File: config.mk
export PLATFORM = sky130hd
export DESIGN_NAME = operand_aligner
export DESIGN_NICKNAME = d
export VERILOG_FILES = /design/src/rtl/operand_aligner.sv
export SDC_FILE = /design/constraint.sdc
export NUM_CORES = 1
export LEC_CHECK = 0
export ABC_AREA = 1
export ABC_CLOCK_PERIOD_IN_PS = 4000
export BUFFER_PORTS_ARGS = -buffer_cell sky130_fd_sc_hd__buf_2
export CELL_PAD_IN_SITES_DETAIL_PLACEMENT = 1
export CELL_PAD_IN_SITES_GLOBAL_PLACEMENT = 1
export CORE_MARGIN = 10
export CORE_UTILIZATION = 30
export DETAILED_ROUTE_END_ITERATION = 10
export GPL_TIMING_DRIVEN = 0
export PLACE_DENSITY = 0.61
export SYNTH_ARGS = -nofsm -noshare
export SYNTH_HDL_FRONTEND = slang
export SYNTH_SLANG_ARGS = --single-unit
File: constraint.sdc
create_clock -name clock -period 4 [get_ports clock]
set_input_delay 0.2 -clock clock [delete_from_list [all_inputs] [get_ports clock]]
set_output_delay 0.2 -clock clock [all_outputs]
set_load 0.03 [all_outputs]
File: src/rtl/operand_aligner.sv
// ---------------------------------------------------------------------------
// operand_aligner
//
// This is the pre-add alignment stage of the floating-point adder. It unpacks
// two IEEE-754 operands and orders them by magnitude. It then right-shifts the
// smaller mantissa by the exponent difference, so that the mantissa adder sees
// aligned operands that carry guard, round and sticky information.
//
// The block is a two-stage valid/ready pipeline:
//   stage 1 : unpack, magnitude compare, swap
//   stage 2 : alignment shift and sticky generation (drives the outputs)
//
// Optional build macro: ALIGN_STATS_EN
//   When it is defined, the block adds two saturating 16-bit counters:
//   alignCount and shiftOutCount.
//
// Ports
//   clock, reset       rising-edge clock, synchronous active-high reset
//   inValid / inReady  operand pair handshake
//   opA, opB           packed operands (WIDTH = 1 + EXP_N + FRAC_N)
//   outValid/outReady  result handshake; outputs hold while stalled
//   bigExp             effective exponent of the larger-magnitude operand
//   bigMant            larger mantissa, hidden bit at MSB
//   smallMant          {smaller mantissa, 2'b00} >> diff (guard/round in LSBs)
//   sticky             OR of bits shifted past the LSB of smallMant
//   resultSign         sign of the larger-magnitude operand
//   effSub             signA ^ signB
//   swapped            B was the larger magnitude
//   special            either exponent field is all ones (Inf/NaN)
//   alignCount         (ALIGN_STATS_EN) output transfers
//   shiftOutCount      (ALIGN_STATS_EN) output transfers with diff >= FRAC_N+3
// ---------------------------------------------------------------------------
module operand_aligner #(
    parameter int EXP_N  = 8,
    parameter int FRAC_N = 23,
    parameter int WIDTH  = 32
) (
    input  logic                clock,
    input  logic                reset,
    input  logic                inValid,
    output logic                inReady,
    input  logic [WIDTH-1:0]    opA,
    input  logic [WIDTH-1:0]    opB,
    output logic                outValid,
    input  logic                outReady,
    output logic [EXP_N-1:0]    bigExp,
    output logic [FRAC_N:0]     bigMant,
    output logic [FRAC_N+2:0]   smallMant,
    output logic                sticky,
    output logic                resultSign,
    output logic                effSub,
    output logic                swapped,
    output logic                special
`ifdef ALIGN_STATS_EN
    ,
    output logic [15:0]         alignCount,
    output logic [15:0]         shiftOutCount
`endif
);

    localparam int MANT_N = FRAC_N + 1;
    localparam int EXT_N  = FRAC_N + 3;
    localparam logic [EXP_N:0] SHIFT_LIMIT = (EXP_N+1)'(EXT_N);

    // ------------------------------------------------------------------
    // Unpack
    // ------------------------------------------------------------------
    logic              signA, signB;
    logic [EXP_N-1:0]  expA, expB;
    logic [EXP_N-1:0]  effA, effB;
    logic [MANT_N-1:0] mantA, mantB;
    logic              specialIn;
    logic              swapIn;

    always_comb begin
        signA = opA[WIDTH-1];
        signB = opB[WIDTH-1];
        expA  = opA[WIDTH-2 -: EXP_N];
        expB  = opB[WIDTH-2 -: EXP_N];
        // Denormals and zeros use exponent 1 with a clear hidden bit.
        effA  = (expA != '0) ? expA : EXP_N'(1);
        effB  = (expB != '0) ? expB : EXP_N'(1);
        mantA = {(expA != '0), opA[FRAC_N-1:0]};
        mantB = {(expB != '0), opB[FRAC_N-1:0]};
        specialIn = (&expA) | (&expB);
        // The {exp, mant} concatenation orders by exponent first and by
        // mantissa on a tie. On a full tie A stays big.
        swapIn = {effB, mantB} > {effA, mantA};
    end

    // ------------------------------------------------------------------
    // Handshake
    // ------------------------------------------------------------------
    logic s1Valid, s2Valid;
    logic s1Advance, s2Advance;

    always_comb begin
        s2Advance = !s2Valid || outReady;
        s1Advance = !s1Valid || s2Advance;
        inReady   = s1Advance;
        outValid  = s2Valid;
    end

    // ------------------------------------------------------------------
    // Stage 1 register: ordered operands
    // ------------------------------------------------------------------
    logic [EXP_N-1:0]  s1BigExp, s1SmallExp;
    logic [MANT_N-1:0] s1BigMant, s1SmallMant;
    logic              s1Sign, s1EffSub, s1Swapped, s1Special;

    always_ff @(posedge clock) begin
        if (reset) begin
            s1Valid     <= 1'b0;
            s1BigExp    <= '0;
            s1SmallExp  <= '0;
            s1BigMant   <= '0;
            s1SmallMant <= '0;
            s1Sign      <= 1'b0;
            s1EffSub    <= 1'b0;
            s1Swapped   <= 1'b0;
            s1Special   <= 1'b0;
        end else if (s1Advance) begin
            s1Valid <= inValid;
            if (inValid) begin
                s1BigExp    <= swapIn ? effB  : effA;
                s1SmallExp  <= swapIn ? effA  : effB;
                s1BigMant   <= swapIn ? mantB : mantA;
                s1SmallMant <= swapIn ? mantA : mantB;
                s1Sign      <= swapIn ? signB : signA;
                s1EffSub    <= signA ^ signB;
                s1Swapped   <= swapIn;
                s1Special   <= specialIn;
            end
        end
    end

    // ------------------------------------------------------------------
    // Alignment shift
    // ------------------------------------------------------------------
    logic [EXP_N-1:0] diff;
    logic [EXP_N-1:0] shAmt;
    logic             bigShift;
    logic [EXT_N-1:0] ext;
    logic [EXT_N-1:0] mask;
    logic [EXT_N-1:0] shMant;
    logic             shSticky;

    always_comb begin
        diff     = s1BigExp - s1SmallExp;
        bigShift = {1'b0, diff} >= SHIFT_LIMIT;
        // For Inf/NaN the shift is suppressed. Resolving them is left to
        // the downstream stages.
        shAmt    = s1Special ? '0 : diff;
        ext      = {s1SmallMant, 2'b00};
        mask     = '0;
        shMant   = '0;
        shSticky = 1'b0;
        if (bigShift && !s1Special) begin
            shMant   = '0;
            shSticky = |s1SmallMant;
        end else begin
            shMant   = ext >> shAmt;
            mask     = ~({EXT_N{1'b1}} << shAmt);
            shSticky = |(ext & mask);
        end
    end

    // ------------------------------------------------------------------
    // Stage 2 register: outputs
    // ------------------------------------------------------------------
    logic s2BigShift;

    always_ff @(posedge clock) begin
        if (reset) begin
            s2Valid    <= 1'b0;
            bigExp     <= '0;
            bigMant    <= '0;
            smallMant  <= '0;
            sticky     <= 1'b0;
            resultSign <= 1'b0;
            effSub     <= 1'b0;
            swapped    <= 1'b0;
            special    <= 1'b0;
            s2BigShift <= 1'b0;
        end else if (s2Advance) begin
            s2Valid <= s1Valid;
            if (s1Valid) begin
                bigExp     <= s1BigExp;
                bigMant    <= s1BigMant;
                smallMant  <= shMant;
                sticky     <= shSticky;
                resultSign <= s1Sign;
                effSub     <= s1EffSub;
                swapped    <= s1Swapped;
                special    <= s1Special;
                s2BigShift <= bigShift;
            end
        end
    end

`ifdef ALIGN_STATS_EN
    // ------------------------------------------------------------------
    // Saturating statistics counters
    // ------------------------------------------------------------------
    logic outXfer;
    assign outXfer = s2Valid && outReady;

    always_ff @(posedge clock) begin
        if (reset) begin
            alignCount    <= '0;
            shiftOutCount <= '0;
        end else if (outXfer) begin
            if (alignCount != '1)
                alignCount <= alignCount + 16'd1;
            if (s2BigShift && (shiftOutCount != '1))
                shiftOutCount <= shiftOutCount + 16'd1;
        end
    end
`else
    logic unusedBigShift;
    assign unusedBigShift = s2BigShift;
`endif

endmodule
# Yosys cells after proc, flatten, opt, wreduce, memory -nomap -nowiden
# Cells that the tools add are included.
# totals
wordCells,51
reg_bits,133
out_inout_bits,65
# op_classes
n_addsub,1
muxes,10
bitwise_logic,4
n_shift,2
magnitude_cmp,2
n_reduce_logical,14
# ops
cell,count
$mux 24,2
$mux 8,5
$gt 32x32->1,1
$and 26x26->26,1
$mux 26,1
$not 26->26,1
$reduce_or 26->1,1
$shl 26x8->26 const A,1
$shr 26x8->26,1
$reduce_or 24->1,1
$reduce_and 8->1,2
$reduce_bool 8->1,2
$ge 8x5->1 const B,1
$sub 8x8->8,1
$reduce_and 2->1,2
$logic_not 1->1,3
$logic_or 1x1->1,2
$mux 1,2
$logic_and 1x1->1,1
$or 1x1->1,1
$xor 1x1->1,1

# Depth between registers and ports, before layout
# depth
ltp_word,7
ltp_mapped,24
depth_no_buf,23

# Least setup slack after synthesis
# Ideal clock, no wire load.
# synth_path
path_type,flip-flop to flip-flop
startpoint,reg s1BigExp[0]
endpoint,reg smallMant[0]
path_slack_ns,1.571
arrival_time_ns,2.320
setup_ns,0.109
path_stages_with_launch,22
cell_sequence,dfxtp_1 inv_1 ha_1 inv_1 fa_1 nand2_1 nand2_2 nand3_2 nand2_1 nand2_1 nand3_2 nand2_4 nor2_8 buf_6 a22oi_4 nand2_1 nand3_1 nand3_1 nand3_1 nand3_1 nand2_1 inv_1
# synth_between
elab_chain_len,4
elab_cells_between_ends,6
classes_between,add/sub (1); order compare (1); shift (1); mux (2); reduce/logical (1)
# synth_lines
item,line,text
start: declaration,107,"logic [EXP_N-1:0] s1BigExp, s1SmallExp;"
start signal: assignment,125,s1BigExp <= swapIn ? effB : effA;
$sub 8x8->8 *,149,diff = s1BigExp - s1SmallExp;
$mux 8 or $ge 8x5->1 (tied branches),"153, 150",
$shr 26x8->26 or $logic_and 1x1->1 (tied branches),"162, 158",
$mux 26 *,158,if (bigShift && !s1Special) begin
end signal: assignment,190,smallMant <= shMant;
end: declaration,48,"output logic [FRAC_N+2:0] smallMant,"
# Mark *: on every way between the ends. The rest lies on a longest branch, timed or not.
# A chain may end at the register's enable or synchronous reset.

# Final worst setup path
# layout_path
startpoint,reg s1BigExp[0]
endpoint,reg smallMant[3]
# Same word-level chain as after synthesis.

==> run metrics <==
Post-synth top cells 370 x nand2_1, 158 x inv_1, 133 x dfxtp_1; startpoint types register; Max Cap Viol 0; Multi-input gate area 0.004785 sq mm; Worst-path clk slew approximately 0.070 ns; CTS tree yes; initial antenna violation count 0; ANT cells 0; RSZ-0062 raised after global routing no; PwrDens 472.3 mW/mm^2; detail-routed via count per cell 5.005; Final Util 36.50%; Global Route Usage Sum approximately 20%; global placement routability congestion roughly 0.90; measured slew at the worst slew-check pin about 0.97 ns; Critical Path AT 3.77 ns; CTS Buffer Depth 2; Leak 5.049 nW; Area Growth Syn to Fin 20.50%; pin count of the biggest net entering global routing 17; FF+latch count, synth ~130; Sequential Power Share 31.4%; setup TNS 0 ns; Avg WL per Cell ~19 microns; Synth Instances 1,309; synthesized area per cell between 6 and 7 sq um; Synth cell types 45; final wirelength 35,010 microns; Final Max Tran Viols 0; first drt pass iteration count 4; Tcrit/Tclk final roughly 85%; first-pass GRT wire length 54,710 microns; EDFF count, synth 0; Final Setup Violations 0; DRT antenna net count 0; full die area 0.03507 sq mm; # resized after CTS 0; DRC errors left 0; clk_lat worst skew 0.44 ns; status completed; worst rel slew slack around a third; core area 0.02771 sq mm; Switching Power 2.017 mW; clk root buf clkbuf_16; internal power 2.759 mW; die height 187.3 microns; minimum clock period 3.389 ns; Setup Buffers After CTS 0; Gate power share roughly 34%; post-DP HPWL 28,250 microns; count leader, synth nand2_1; Hold Violations, Final 0; CP Capture Type register; clock share of power 34.3%; Main synth FF type dfxtp_1; Min-Delay Path Class in2reg; Post-synth ARST share 0%; total grt overflow 0; Final Skew 0.01396 ns; IO Count 133; Worst EP required 4.39 ns; filler cell count 3,678; htree depth 4; post-synth top area share 31.72%; layout cell share with drive strength beyond 1 14.88%; kind of critical path reg2reg; register area share after synthesis 31.72%; DRT iter0 DRCs between 400 and 500; CTS buffer count 17; vias in the first global route 9,636; port bufs 131; starting density of the core a little under a third; fmax 295.1 MHz; hold buffers post-CTS 0; die width between 150 and 200 microns; Mapped Area about 0.0084 sq mm; clk sinks 133; Sw Ratio approximately 42%; largest cells by area after synthesis dfxtp_1 32%, nand2_1 17%, nand3_1 7.4%; Reg area approximately 0.0027 sq mm; Vias 9,259; FP Rows between 60 and 70; maximum vdd ir drop 205.7 uV; area leader, netlist dfxtp_1; synth warn 0; CP max FO 10; Synthesized Nets 1,418; final-stage net count 1,568
==> sequential cells by signal, indices dropped and copies added (netlist names), 8 cells and up <==
name         count
s1BigExp         8
smallMant       26
s1SmallMant     24
bigExp           8
s1BigMant       24
bigMant         24
s1SmallExp       8
==> final timing paths <==
check	to	from	slack [ns]	cells after the start
min reg2reg	smallMant[10]	smallMant[10]	0.46	2
min	outValid	outReady	0.05	4
max reg2reg	smallMant[3]	s1BigExp[0]	0.61	15
max	smallMant[3]	s1BigExp[0]	0.61	15
==> metal layers <==
metal  wire (microns)  part of all wire, %  track usage [%]  vias up
li1                 -                    -                -     4582
met1            16810                   48            25.58     4483
met2            16590                   47            33.51      170
met3             1209                  3.5            3.430       24
met4              401                  1.1            4.094        0
met5                0                    0                0        -
==> critical path, stage by stage, from the launching register on <==
cell      delay (ns)
dfxtp_1         0.32
inv_1           0.11
ha_1            0.16
inv_1           0.05
fa_1            0.47
inv_1           0.05
nor2_1          0.42
clkinv_1        0.44
buf_2           0.32
o31ai_1         0.45
nand2_1         0.13
nand2_1         0.10
nand3_1         0.07
nand3_1         0.11
nand2_1         0.05
inv_1           0.06
==> area by class of cell <==
class	count	share of cell area, %
buffer	72	3.192
clock inverter	14	1.509
inverter	166	6.161
sequential	133	26.33
timing repair buffer	131	6.483
tap	378	4.677
multi-input combinational	938	47.31
clock buffer	18	4.342
==> placed cells by master, fill, tap and decap left out, types with 3 or more instances in the layout <==
cell       instances
nand2_1          370
inv_1            158
buf_2            152
dfxtp_1          133
nand3_1          124
nor2_1           113
o21ai_0           88
a21oi_1           49
clkbuf_1          45
o211ai_1          41
ha_1              40
nor3_1            24
nand4_1           20
clkbuf_16         17
a22oi_1            9
a22oi_2            9
nor4_1             7
a211oi_1           6
inv_8              6
clkinv_1           5
nand2_2            5
nand3_2            5
inv_6              5
o22ai_1            3
inv_2              3
buf_6              3
==> through the flow <==
stage	cell area, sq um	setup WS [ns]	instances	power [mW]	hold slack (ns)
final	10110	0.6111	1850	4.776	0.04655
after global routing	10110	0.2230	1850	5.092	0.06841
after CTS	10110	0.6178	1850	4.811	0.04218
after detailed placement	9522	0.3830	1818	3.164	0.4538
after global placement	9522	0.4675	1818	3.144	0.4526
after floorplan	8393	1.571	1309	2.623	0.3909
==> power by group through the flow <==
stage	combinational, mW	sequential, mW	clock [mW]
final	1.64	1.50	1.64
after global routing	1.84	1.51	1.74
after CTS	1.64	1.50	1.67
after detailed placement	1.63	1.53	0
after global placement	1.61	1.53	0
after floorplan	1.06	1.56	0
==> cell families (layout without fill, tap and decap cells) <==
group           Yosys count  in the layout  synth area share, %
compound gates          220            220                16.38
xor+xnor                  3              3               0.3131
simple gates            674            674                34.11
fa+ha+maj                41             41                6.202
flops                   133            133                31.72
buf+inv                 238            401                11.27
Note: power is estimated with default switching activity, not from simulation.
